File: src/rtl/vga_capture_if.sv
// rtl/vga_capture_if.sv - pin input and recovered-video outputs of vga_capture
//
// Ports (slave = capture block, master = stream source / consumer):
//   vga_in     8   {hsync, B0, G0, R0, vsync, B1, G1, R1}, syncs active-low
//   pix_x      10  x of the current output sample
//   pix_y      10  y of the current output sample
//   pix_valid  1   locked and inside the active area
//   rgb        6   {R[1:0], G[1:0], B[1:0]} of the current sample
//   locked     1   timing matches parameters
//   h_period   11  clocks between the last two hsync falls (saturating)
//   v_period   11  lines between the last two vsync falls (saturating)
//   frame_sum  16  checksum of the last completed frame
//   sum_valid  1   one-cycle pulse when frame_sum updates
//   blank_err  1   sticky: nonzero RGB seen in blanking while locked
interface vga_capture_if;
   logic [7:0]  vga_in;
   logic [9:0]  pix_x;
   logic [9:0]  pix_y;
   logic        pix_valid;
   logic [5:0]  rgb;
   logic        locked;
   logic [10:0] h_period;
   logic [10:0] v_period;
   logic [15:0] frame_sum;
   logic        sum_valid;
   logic        blank_err;

   modport master (
      output vga_in,
      input  pix_x, pix_y, pix_valid, rgb, locked,
      input  h_period, v_period, frame_sum, sum_valid, blank_err
   );

   modport slave (
      input  vga_in,
      output pix_x, pix_y, pix_valid, rgb, locked,
      output h_period, v_period, frame_sum, sum_valid, blank_err
   );
endinterface

File: src/rtl/vga_capture.sv
// rtl/vga_capture.sv - TinyVGA PMOD receiver: coordinate recovery, timing lock, frame checksum
//
// Ports:
//   clk    pixel clock, one pin sample per cycle
//   rst_n  synchronous, active-low reset
//   vif    vga_capture_if.slave: vga_in in, recovered video and status out
//
// Stage 0 registers the pins into vq and detects sync falls against the
// previous sample; stage 1 registers coordinates, colour and pix_valid.
module vga_capture #(
   parameter int H_DISPLAY    = 640,
   parameter int H_SYNC_START = 656,
   parameter int H_TOTAL      = 800,
   parameter int V_DISPLAY    = 480,
   parameter int V_SYNC_START = 490,
   parameter int V_TOTAL      = 525
) (
   input  logic          clk,
   input  logic          rst_n,
   vga_capture_if.slave  vif
);

   typedef enum logic [1:0] {SEARCH, H_OK, LOCKED} lock_state_t;

   lock_state_t state_q, state_d;

   logic [7:0]  vq;
   logic        hs_prev, vs_prev;
   logic        hs_fall, vs_fall;
   logic [9:0]  x_cnt, y_cnt, x_cur, y_cur;
   logic        x_wrap;
   logic [5:0]  rgb0;
   logic        active0;
   logic [10:0] hc, vc, h_meas;
   logic        h_match, v_match, timeout, h_good;
   logic [15:0] acc;

   logic [9:0]  pix_x_q, pix_y_q;
   logic        pix_valid_q;
   logic [5:0]  rgb_q;
   logic [10:0] h_period_q, v_period_q;
   logic [15:0] frame_sum_q;
   logic        sum_valid_q, blank_err_q;

   assign hs_fall = hs_prev & ~vq[7];
   assign vs_fall = vs_prev & ~vq[3];

   // Pin order is {hs, B0, G0, R0, vs, B1, G1, R1}; regroup as {R1,R0,G1,G0,B1,B0}.
   assign rgb0 = {vq[0], vq[4], vq[1], vq[5], vq[2], vq[6]};

   // A sync fall re-anchors the free-running counters to the known edge position.
   assign x_cur   = hs_fall ? 10'(H_SYNC_START) : x_cnt;
   assign y_cur   = vs_fall ? 10'(V_SYNC_START) : y_cnt;
   assign x_wrap  = (x_cur == 10'(H_TOTAL - 1));
   assign active0 = (x_cur < 10'(H_DISPLAY)) && (y_cur < 10'(V_DISPLAY));

   // Period of the line that ends with this hs_fall, saturating.
   assign h_meas  = (hc == 11'h7FF) ? 11'h7FF : hc + 11'd1;
   assign h_match = (h_meas == 11'(H_TOTAL));
   assign v_match = (vc == 11'(V_TOTAL));
   assign timeout = (hc >= 11'(2 * H_TOTAL));

   always_ff @(posedge clk) begin
      if (!rst_n) state_q <= SEARCH;
      else        state_q <= state_d;
   end

   // A bad line or lost hsync always wins; otherwise climb one step per good event.
   always_comb begin
      state_d = state_q;
      if ((hs_fall && !h_match) || timeout) begin
         state_d = SEARCH;
      end else begin
         case (state_q)
            SEARCH:  if (hs_fall && h_good)     state_d = H_OK;
            H_OK:    if (vs_fall && v_match)    state_d = LOCKED;
            LOCKED:  if (vs_fall && !v_match)   state_d = H_OK;
            default:                            state_d = SEARCH;
         endcase
      end
   end

   always_ff @(posedge clk) begin
      if (!rst_n) begin
         vq          <= 8'hFF;
         hs_prev     <= 1'b1;
         vs_prev     <= 1'b1;
         x_cnt       <= '0;
         y_cnt       <= '0;
         hc          <= '0;
         vc          <= '0;
         h_good      <= 1'b0;
         acc         <= '0;
         pix_x_q     <= '0;
         pix_y_q     <= '0;
         pix_valid_q <= 1'b0;
         rgb_q       <= '0;
         h_period_q  <= '0;
         v_period_q  <= '0;
         frame_sum_q <= '0;
         sum_valid_q <= 1'b0;
         blank_err_q <= 1'b0;
      end else begin
         vq      <= vif.vga_in;
         hs_prev <= vq[7];
         vs_prev <= vq[3];

         x_cnt <= x_wrap ? 10'd0 : x_cur + 10'd1;
         // Wrap increment applies on top of a same-cycle vsync reload.
         if (x_wrap)
            y_cnt <= (y_cur == 10'(V_TOTAL - 1)) ? 10'd0 : y_cur + 10'd1;
         else if (vs_fall)
            y_cnt <= y_cur;

         pix_x_q     <= x_cur;
         pix_y_q     <= y_cur;
         rgb_q       <= rgb0;
         pix_valid_q <= (state_q == LOCKED) && active0;
         if ((state_q == LOCKED) && !active0 && (rgb0 != 6'd0))
            blank_err_q <= 1'b1;

         if (hs_fall) begin
            hc         <= '0;
            h_period_q <= h_meas;
         end else if (hc != 11'h7FF) begin
            hc <= hc + 11'd1;
         end

         if (vs_fall) begin
            v_period_q <= vc;
            vc         <= '0;
         end else if (hs_fall && (vc != 11'h7FF)) begin
            vc <= vc + 11'd1;
         end

         // h_good remembers that the previous line was already the right length.
         if (timeout || (hs_fall && !h_match)) h_good <= 1'b0;
         else if (hs_fall)                     h_good <= 1'b1;

         sum_valid_q <= 1'b0;
         if (vs_fall) begin
            acc <= '0;
            if (state_q == LOCKED) begin
               frame_sum_q <= acc;
               sum_valid_q <= 1'b1;
            end
         end else if (pix_valid_q) begin
            acc <= {acc[14:0], acc[15]} ^ {10'b0, rgb_q};
         end
      end
   end

   assign vif.pix_x     = pix_x_q;
   assign vif.pix_y     = pix_y_q;
   assign vif.pix_valid = pix_valid_q;
   assign vif.rgb       = rgb_q;
   assign vif.locked    = (state_q == LOCKED);
   assign vif.h_period  = h_period_q;
   assign vif.v_period  = v_period_q;
   assign vif.frame_sum = frame_sum_q;
   assign vif.sum_valid = sum_valid_q;
   assign vif.blank_err = blank_err_q;

endmodule

File: src/flat_wrapper.sv
// flat-port wrapper written by rule: the top's interface ports become plain ports
module vga_capture_flat 
#(
   parameter int H_DISPLAY    = 640,
   parameter int H_SYNC_START = 656,
   parameter int H_TOTAL      = 800,
   parameter int V_DISPLAY    = 480,
   parameter int V_SYNC_START = 490,
   parameter int V_TOTAL      = 525
)
  (clk, rst_n, vif_vga_in, vif_pix_x, vif_pix_y, vif_pix_valid, vif_rgb, vif_locked, vif_h_period, vif_v_period, vif_frame_sum, vif_sum_valid, vif_blank_err);
  vga_capture_if vif_i ();
  input  logic clk;
  input  logic rst_n;
  input wire logic [$bits(vif_i.vga_in)-1:0] vif_vga_in;
  output wire logic [$bits(vif_i.pix_x)-1:0] vif_pix_x;
  output wire logic [$bits(vif_i.pix_y)-1:0] vif_pix_y;
  output wire logic [$bits(vif_i.pix_valid)-1:0] vif_pix_valid;
  output wire logic [$bits(vif_i.rgb)-1:0] vif_rgb;
  output wire logic [$bits(vif_i.locked)-1:0] vif_locked;
  output wire logic [$bits(vif_i.h_period)-1:0] vif_h_period;
  output wire logic [$bits(vif_i.v_period)-1:0] vif_v_period;
  output wire logic [$bits(vif_i.frame_sum)-1:0] vif_frame_sum;
  output wire logic [$bits(vif_i.sum_valid)-1:0] vif_sum_valid;
  output wire logic [$bits(vif_i.blank_err)-1:0] vif_blank_err;
  assign vif_i.vga_in = vif_vga_in;
  assign vif_pix_x = vif_i.pix_x;
  assign vif_pix_y = vif_i.pix_y;
  assign vif_pix_valid = vif_i.pix_valid;
  assign vif_rgb = vif_i.rgb;
  assign vif_locked = vif_i.locked;
  assign vif_h_period = vif_i.h_period;
  assign vif_v_period = vif_i.v_period;
  assign vif_frame_sum = vif_i.frame_sum;
  assign vif_sum_valid = vif_i.sum_valid;
  assign vif_blank_err = vif_i.blank_err;
  vga_capture #(.H_DISPLAY(H_DISPLAY), .H_SYNC_START(H_SYNC_START), .H_TOTAL(H_TOTAL), .V_DISPLAY(V_DISPLAY), .V_SYNC_START(V_SYNC_START), .V_TOTAL(V_TOTAL)) u_core (.clk(clk), .rst_n(rst_n), .vif(vif_i));
endmodule
File: config.mk
export PLATFORM = sky130hd
export DESIGN_NAME = vga_capture_flat
export DESIGN_NICKNAME = d
export VERILOG_FILES = /design/src/rtl/vga_capture_if.sv /design/src/rtl/vga_capture.sv /design/src/flat_wrapper.sv
export SDC_FILE = /design/constraint.sdc
export NUM_CORES = 1
export LEC_CHECK = 0
export ABC_CLOCK_PERIOD_IN_PS = 3400
export CELL_PAD_IN_SITES_DETAIL_PLACEMENT = 1
export CELL_PAD_IN_SITES_GLOBAL_PLACEMENT = 1
export CORE_UTILIZATION = 39
export CTS_CLUSTER_DIAMETER = 50
export DETAILED_ROUTE_END_ITERATION = 8
export GPL_ROUTABILITY_DRIVEN = 0
export GPL_TIMING_DRIVEN = 1
export PLACE_DENSITY_LB_ADDON = 0.1
export SLEW_MARGIN = 0
export SYNTH_ARGS = -nofsm -noshare
export SYNTH_HDL_FRONTEND = slang
export SYNTH_SLANG_ARGS = --single-unit
File: constraint.sdc
create_clock -name clk -period 3.4 [get_ports clk]
set_clock_uncertainty 0.05 [all_clocks]
set_input_delay 0.34 -clock clk [delete_from_list [all_inputs] [get_ports clk]]
set_output_delay 0.34 -clock clk [all_outputs]
set_load 0.02 [all_outputs]
==> impl_metrics.ini, run 1 <==
[run_status]
status = complete, no violations

[route]
drc = 0
routedWlPerCell_um = 15.7
viasPerCell = 5.10
drt-initial-drc-count = 134
wirelength_um = 12900
vias = 4183
drt-pass1-iter-count = 4
ant_nets = 0

[power]
powerDensity_mw_per_mm2 = 545
worst_ir_drop_vdd_uv = 276
p_leak_nw = 2.54

[logic_synthesis]
synth_area_leaders = dfxtp_1 (52%), nand2_1 (4.0%), nor2_1 (3.5%)
syn_inst = 556
ys_seq_area_share_pct = 51.9
syn_area_mm2 = 0.00532
synth_cell_type_count = 52
synth-seq-cells = 138
ys.flop_type = dfxtp_1
syn_area_per_cell_um2 = 9.57
ys_async_sr_fraction_pct = 0
synth_top_area_share_pct = 51.9
synth_warnings = 0
synth-edff-count = 0
syn_nets = 573
synth_top_cell_by_area = dfxtp_1

[layout]
areaGrowthSynthToFinish_pct = 29.4
final-seq-area_mm2 = 0.00276
fin_nets = 650
multi_input_area_mm2 = 0.00240
antenna_cells = 0
final.fill_count = 1492
post_route_cells_drive_above_1_share_pct = 7.75

[floorplanning]
rows = 42
core_area_mm2 = 0.0133
die_w_um = 119
dieArea_mm2 = 0.0141
num_io_pins = 78
start_util_pct = 40.0
die_height_um = 119

[clock_tree]
cts_tree = yes
ctsResizeCount = 0
clkTransAtPathRegs_ns = 0.06
numCtsBuffers = 17
clk_latency_ns = 0.41
clock_sinks = 138
post_cts_buffers = 0
hold_buffers = 0
cts_buffer_depth = 2
root_buffer = clkbuf_16
htreeDepth = 4

[setup_path]
path_cells = nand2b_1 > and2_1 > ha_1 > nand4_1 > nor4_2 > buf_4 > nand2b_1 > nor3_1
crit_family = simple AND/OR/NAND/NOR gates
slowest_delay_ns = 0.36
cp_data_arrival_time_ns = 2.70
worstPathRequired_ns = 3.64
cp_common_cell = nand2b_1
cpMaxStageDelayCell = nand2b_1
cp-start-kind = flip-flop
ff2ff_path_depth = 8
end_kind = flip-flop
cp.depth = 8
timing_worst_setup_path_type = reg2reg
path_buf_inv = 1
critPathMaxFanout = 16

[sta]
whs_ns = 0.322
tns_ns = 0
slew_headroom_pct = 41.2
layout_min_cycle_time_ns = 2.46
hold_viol_final = 0
worstMarginPinSlew_ns = 0.878
min_period_over_period_pct = 72.5
report.final.slew_viol_count = 0
timing.fmax_mhz = 406
final-setup-viol-count = 0
rsz0062_at_grt = false
setup_ws_ns = 0.936

[place]
dp_hpwl_um = 9040
place_ws_ns = 0.944
port_buffers = 77

[hold_path]
holdCritPathClass = in2reg
whs_path_depth = 2

[grt]
grt_pass1_wl_um = 21900
antenna_found_initial = 0
grt-ovfl-total = 0
grt_pass1_vias = 4448
grtUsageTotal_pct = 19.8
grt_max_degree = 38

[run]
cap_violations = 0
-- sequential cells by signal, indices dropped and copies added (netlist names), 6 cells and up --
| signal | cells |
|---|---|
| u_core.y_cnt | 10 |
| u_core.acc | 16 |
| u_core.vif.pix_x | 10 |
| u_core.vif.frame_sum | 16 |
| u_core.vif.rgb | 6 |
| u_core.vif.h_period | 11 |
| u_core.x_cnt | 10 |
| u_core.hc | 11 |
| u_core.vc | 11 |
| u_core.vq | 8 |
| u_core.vif.v_period | 11 |
| u_core.vif.pix_y | 10 |
-- worst reg2reg max path, stage by stage, from the launching register on --
cell,delay [ns]
dfxtp_1,0.35
nand2b_1,0.36
and2_1,0.22
ha_1,0.26
nand4_1,0.17
nor4_2,0.23
buf_4,0.24
nand2b_1,0.36
nor3_1,0.10
-- stage by stage --
stage,instance area (µm²),instances,util [%],power [mW]
CTS,6880,821,51.8,3.80
detailed placement,6260,790,47.1,1.91
global placement,6260,790,47.1,1.90
global route,6880,821,51.8,3.91
floorplan,5320,556,-,1.83
finish,6880,821,51.8,3.75
-- worst paths after layout --
| check | start | slack [ns] | endpoint |
|---|---|---|---|
| worst min-delay path | rst_n | 0.32 | u_core.vq[1] |
| worst max register to register | u_core.vq[7] | 0.94 | u_core.x_cnt[5] |
| worst min register to register | u_core.vif.h_period[10] | 0.40 | u_core.vif.h_period[10] |
| worst max-delay path | u_core.vq[7] | 0.94 | u_core.x_cnt[5] |
-- synth_stat cells (10+ instances only) --
cell,n
and2_1,17
xnor2_1,12
xor2_1,18
nor3_1,10
clkbuf_1,23
a21oi_1,16
nand3_1,14
nor2_1,50
o21ai_0,16
and3_1,22
a21boi_0,18
dfxtp_1,138
nand2_1,57
inv_1,13
nand2b_1,15
mux2i_1,11
a22o_1,13
o21a_1,11
nand4_1,11
-- per-layer routing --
| metal | global-route usage, % | vias up | wire (µm) |
|---|---|---|---|
| met5 | 0 | - | 0 |
| met2 | 33.8 | 60 | 6410 |
| met1 | 23.9 | 2022 | 5940 |
| met3 | 4.30 | 18 | 280 |
| met4 | 8.86 | 0 | 225 |
| li1 | - | 2083 | - |
-- placed cells by master (no fill, tap or decap), types with 15 or more instances in the layout --
master / n
and3_1: 22
a21oi_1: 16
clkbuf_16: 17
nand2b_1: 15
xor2_1: 18
dfxtp_1: 138
and2_1: 17
clkdlybuf4s50_1: 76
o21ai_0: 16
nand2_1: 57
nor2_1: 50
a21boi_0: 18
-- cells by family (layout without fill, tap and decap cells) --
family | after synthesis | in the layout | share of synthesized area [%]
AO/OA/AOI/OAI | 101 | 101 | 13.8
XOR/XNOR | 30 | 30 | 4.94
AND/OR/NAND/NOR | 228 | 228 | 22.6
adder cells (fa/ha/maj) | 7 | 7 | 1.65
flip-flops | 138 | 138 | 51.9
multiplexers | 11 | 11 | 2.07
buffers and inverters | 41 | 130 | 2.99
-- power breakdown --
part           leakage (nW)  internal (mW)  switching, mW
registers              1.12           1.65         0.0331
logic                  1.12         0.0796          0.103
clock network         0.307           1.23          0.655
-- final cells by class --
cell class,count,area share (%)
clock buffers,25,7.78
clock inverters,6,1.20
inverters,13,0.709
multi-input cells,377,34.9
flip-flops and latches,138,40.1
well taps,176,3.20
repair buffers,86,12.1
(Power assumes the default switching activity.)
==> run 2, diff against run 1 <==
--- a/config.mk
+++ b/config.mk
@@ -5,10 +5,10 @@
 export SDC_FILE = /design/constraint.sdc
 export NUM_CORES = 1
 export LEC_CHECK = 0
-export ABC_CLOCK_PERIOD_IN_PS = 3400
+export ABC_CLOCK_PERIOD_IN_PS = 2000
 export CELL_PAD_IN_SITES_DETAIL_PLACEMENT = 1
 export CELL_PAD_IN_SITES_GLOBAL_PLACEMENT = 1
-export CORE_UTILIZATION = 39
+export CORE_UTILIZATION = 37
 export CTS_CLUSTER_DIAMETER = 50
 export DETAILED_ROUTE_END_ITERATION = 8
 export GPL_ROUTABILITY_DRIVEN = 0
==> constraint.sdc (replaced) <==
create_clock -name clk -period 2 [get_ports clk]
set_clock_uncertainty 0.05 [all_clocks]
set_input_delay 0.2 -clock clk [delete_from_list [all_inputs] [get_ports clk]]
set_output_delay 0.2 -clock clk [all_outputs]
set_load 0.02 [all_outputs]
==> impl_metrics.ini, run 2 (same netlist as run 1, synthesis figures left out) <==
[run_status]
status = complete, no violations

[layout]
antenna_cells = 0
mostFrequentLayoutCells = dfxtp_1 (135), clkdlybuf4s50_1 (75), nand2_1 (57), nor2_1 (50), buf_4 (28)
final-seq-area_mm2 = 0.00277
final_common_cell = dfxtp_1
stdcell_area_mm2 = 0.00717
post_route_cells_drive_above_1_share_pct = 12.9
postLayoutCoreUtil_pct = 51.5
multi_input_area_mm2 = 0.00250
fin_nets = 672
areaGrowthSynthToFinish_pct = 34.8
final.fill_count = 1534
instances_no_fill = 847

[setup_path]
slowest_delay_ns = 0.35
path_buf_inv = 1
critPathMaxFanout = 10
timing_worst_setup_path_type = reg2reg
end_kind = flip-flop
path_cells = nand2b_4 > and2_4 > ha_4 > nand4_1 > nor4_4 > buf_12 > nand3_1 > xor2_1 > and2_1
ff2ff_path_depth = 9
ff2ff_setup_slack_ns = 0.09
cp.depth = 9
rr_startpoint = u_core.vq[7]
worstPathRequired_ns = 2.27
crit_family = simple AND/OR/NAND/NOR gates
r2r-end = u_core.y_cnt[5]
cp-start-kind = flip-flop
cp_data_arrival_time_ns = 2.17
cpMaxStageDelayCell = dfxtp_2

[route]
wl_met2_um = 6640
vias = 4302
wl_met1_um = 6310
wirelength_um = 13700
wl_met3_um = 511
ant_nets = 0
viasPerCell = 5.08
drt-initial-drc-count = 157
top_signal_layer_used = met4
routedWlPerCell_um = 16.2
drc = 0
drt-pass1-iter-count = 4

[floorplanning]
rows = 43
start_util_pct = 38.2
die_height_um = 122
core_area_mm2 = 0.0139
dieArea_mm2 = 0.0149
die_w_um = 122
num_io_pins = 78

[place]
dpl.cell_count = 814
place_ws_ns = -0.00817
dpl-instance-area_mm2 = 0.00650
port_buffers = 77
dp_hpwl_um = 9340

[grt]
antenna_found_initial = 0
grt-ovfl-total = 0
grt_pass1_vias = 4449
grtUsageTotal_pct = 19.8
grt_max_degree = 31
grt_pass1_wl_um = 22300

[power]
p_sw_mw = 1.39
clkPwrFrac_pct = 49.5
p_seq_share_pct = 44.7
swShare_pct = 21.7
powerDensity_mw_per_mm2 = 895
worst_ir_drop_vdd_uv = 515
p_int_mw = 5.03
combinationalPowerShare_pct = 5.8
p_leak_nw = 2.68
total_power_mw = 6.42

[hold_path]
min_to = u_core.vs_prev
whs_path_depth = 2
worstHoldStart = rst_n
holdCritPathClass = in2reg

[sta]
timing.fmax_mhz = 524
setup_ws_ns = 0.0934
rsz0062_at_grt = true
tns_ns = 0
report.final.slew_viol_count = 0
min_period_over_period_pct = 95.3
layout_min_cycle_time_ns = 1.91
final-setup-viol-count = 0
worstMarginPinSlew_ns = 0.465
hold_viol_final = 0
whs_ns = 0.0966
slew_headroom_pct = 68.7

[clock_tree]
cts_buffer_depth = 2
cts_tree = yes
clk_latency_ns = 0.43
numCtsBuffers = 17
clkTransAtPathRegs_ns = 0.06
root_buffer = clkbuf_16
htreeDepth = 4
clock_sinks = 138

[run]
cap_violations = 0
==> run 2: changes by cell type in the layout (fill, tap and decap cells not counted), sizes merged <==
cell / change
bufinv: +1
clkdlybuf4s50: -1
buf: +22
dlygate4sd2: +1
clkinv: +1
clkbuf: -2
==> run 2: how the worst max path moves through the flow <==
stage / end / startpoint / slack [ns]
after global placement: u_core.state_q[0] / u_core.hc[0] / 0.08
after detailed placement: u_core.h_good / u_core.hc[0] / -0.008
after CTS: u_core.y_cnt[8] / u_core.vq[7] / 0.002
final: u_core.y_cnt[5] / u_core.vq[7] / 0.09
after floorplan: u_core.y_cnt[4] / u_core.vq[7] / -0.04
after global routing: u_core.y_cnt[8] / u_core.vq[7] / -0.06
==> run 2: layout make-up <==
type                       instances  share of cell area [%]
clock inverter                     8                    1.64
timing repair buffer             108                    14.4
tap                              180                    3.14
multi-input combinational        377                    34.8
inverter                          13                   0.680
sequential                       138                    38.6
clock buffer                      23                    6.66
==> run 2: power by group through the flow <==
| stage | Clock, mW | Combinational (mW) | Sequential [mW] |
|---|---|---|---|
| floorplan | 0 | 0.175 | 2.94 |
| global placement | 0 | 0.362 | 2.92 |
| detailed placement | 0 | 0.370 | 2.92 |
| CTS | 3.25 | 0.375 | 2.86 |
| global route | 3.40 | 0.409 | 2.87 |
| finish | 3.18 | 0.375 | 2.87 |
==> run 2: what timing repair did <==
| item | CTS | global route |
|---|---|---|
| setup endpoints to repair | 4 | 12 |
| buffers inserted | 2 | 0 |
| gates cloned | 0 | 0 |
| gates resized for setup | 4 | 13 |
| pin swaps | 3 | 7 |
| hold buffers | 0 | 0 |
==> run 2: per-layer routing <==
layer,track usage [%],vias to the layer above
met2,33.1,65
met4,7.72,0
met3,6.51,22
met5,0,-
li1,-,2134
met1,23.3,2081
==> run 3, diff against run 2 <==
--- a/config.mk
+++ b/config.mk
@@ -13,6 +13,7 @@
 export DETAILED_ROUTE_END_ITERATION = 8
 export GPL_ROUTABILITY_DRIVEN = 0
 export GPL_TIMING_DRIVEN = 1
+export HOLD_SLACK_MARGIN = 0.03
 export PLACE_DENSITY_LB_ADDON = 0.1
 export SLEW_MARGIN = 0
 export SYNTH_ARGS = -nofsm -noshare
==> results of run 3 <==
No change in the layout: final DEF, timing and power equal those of run 2.
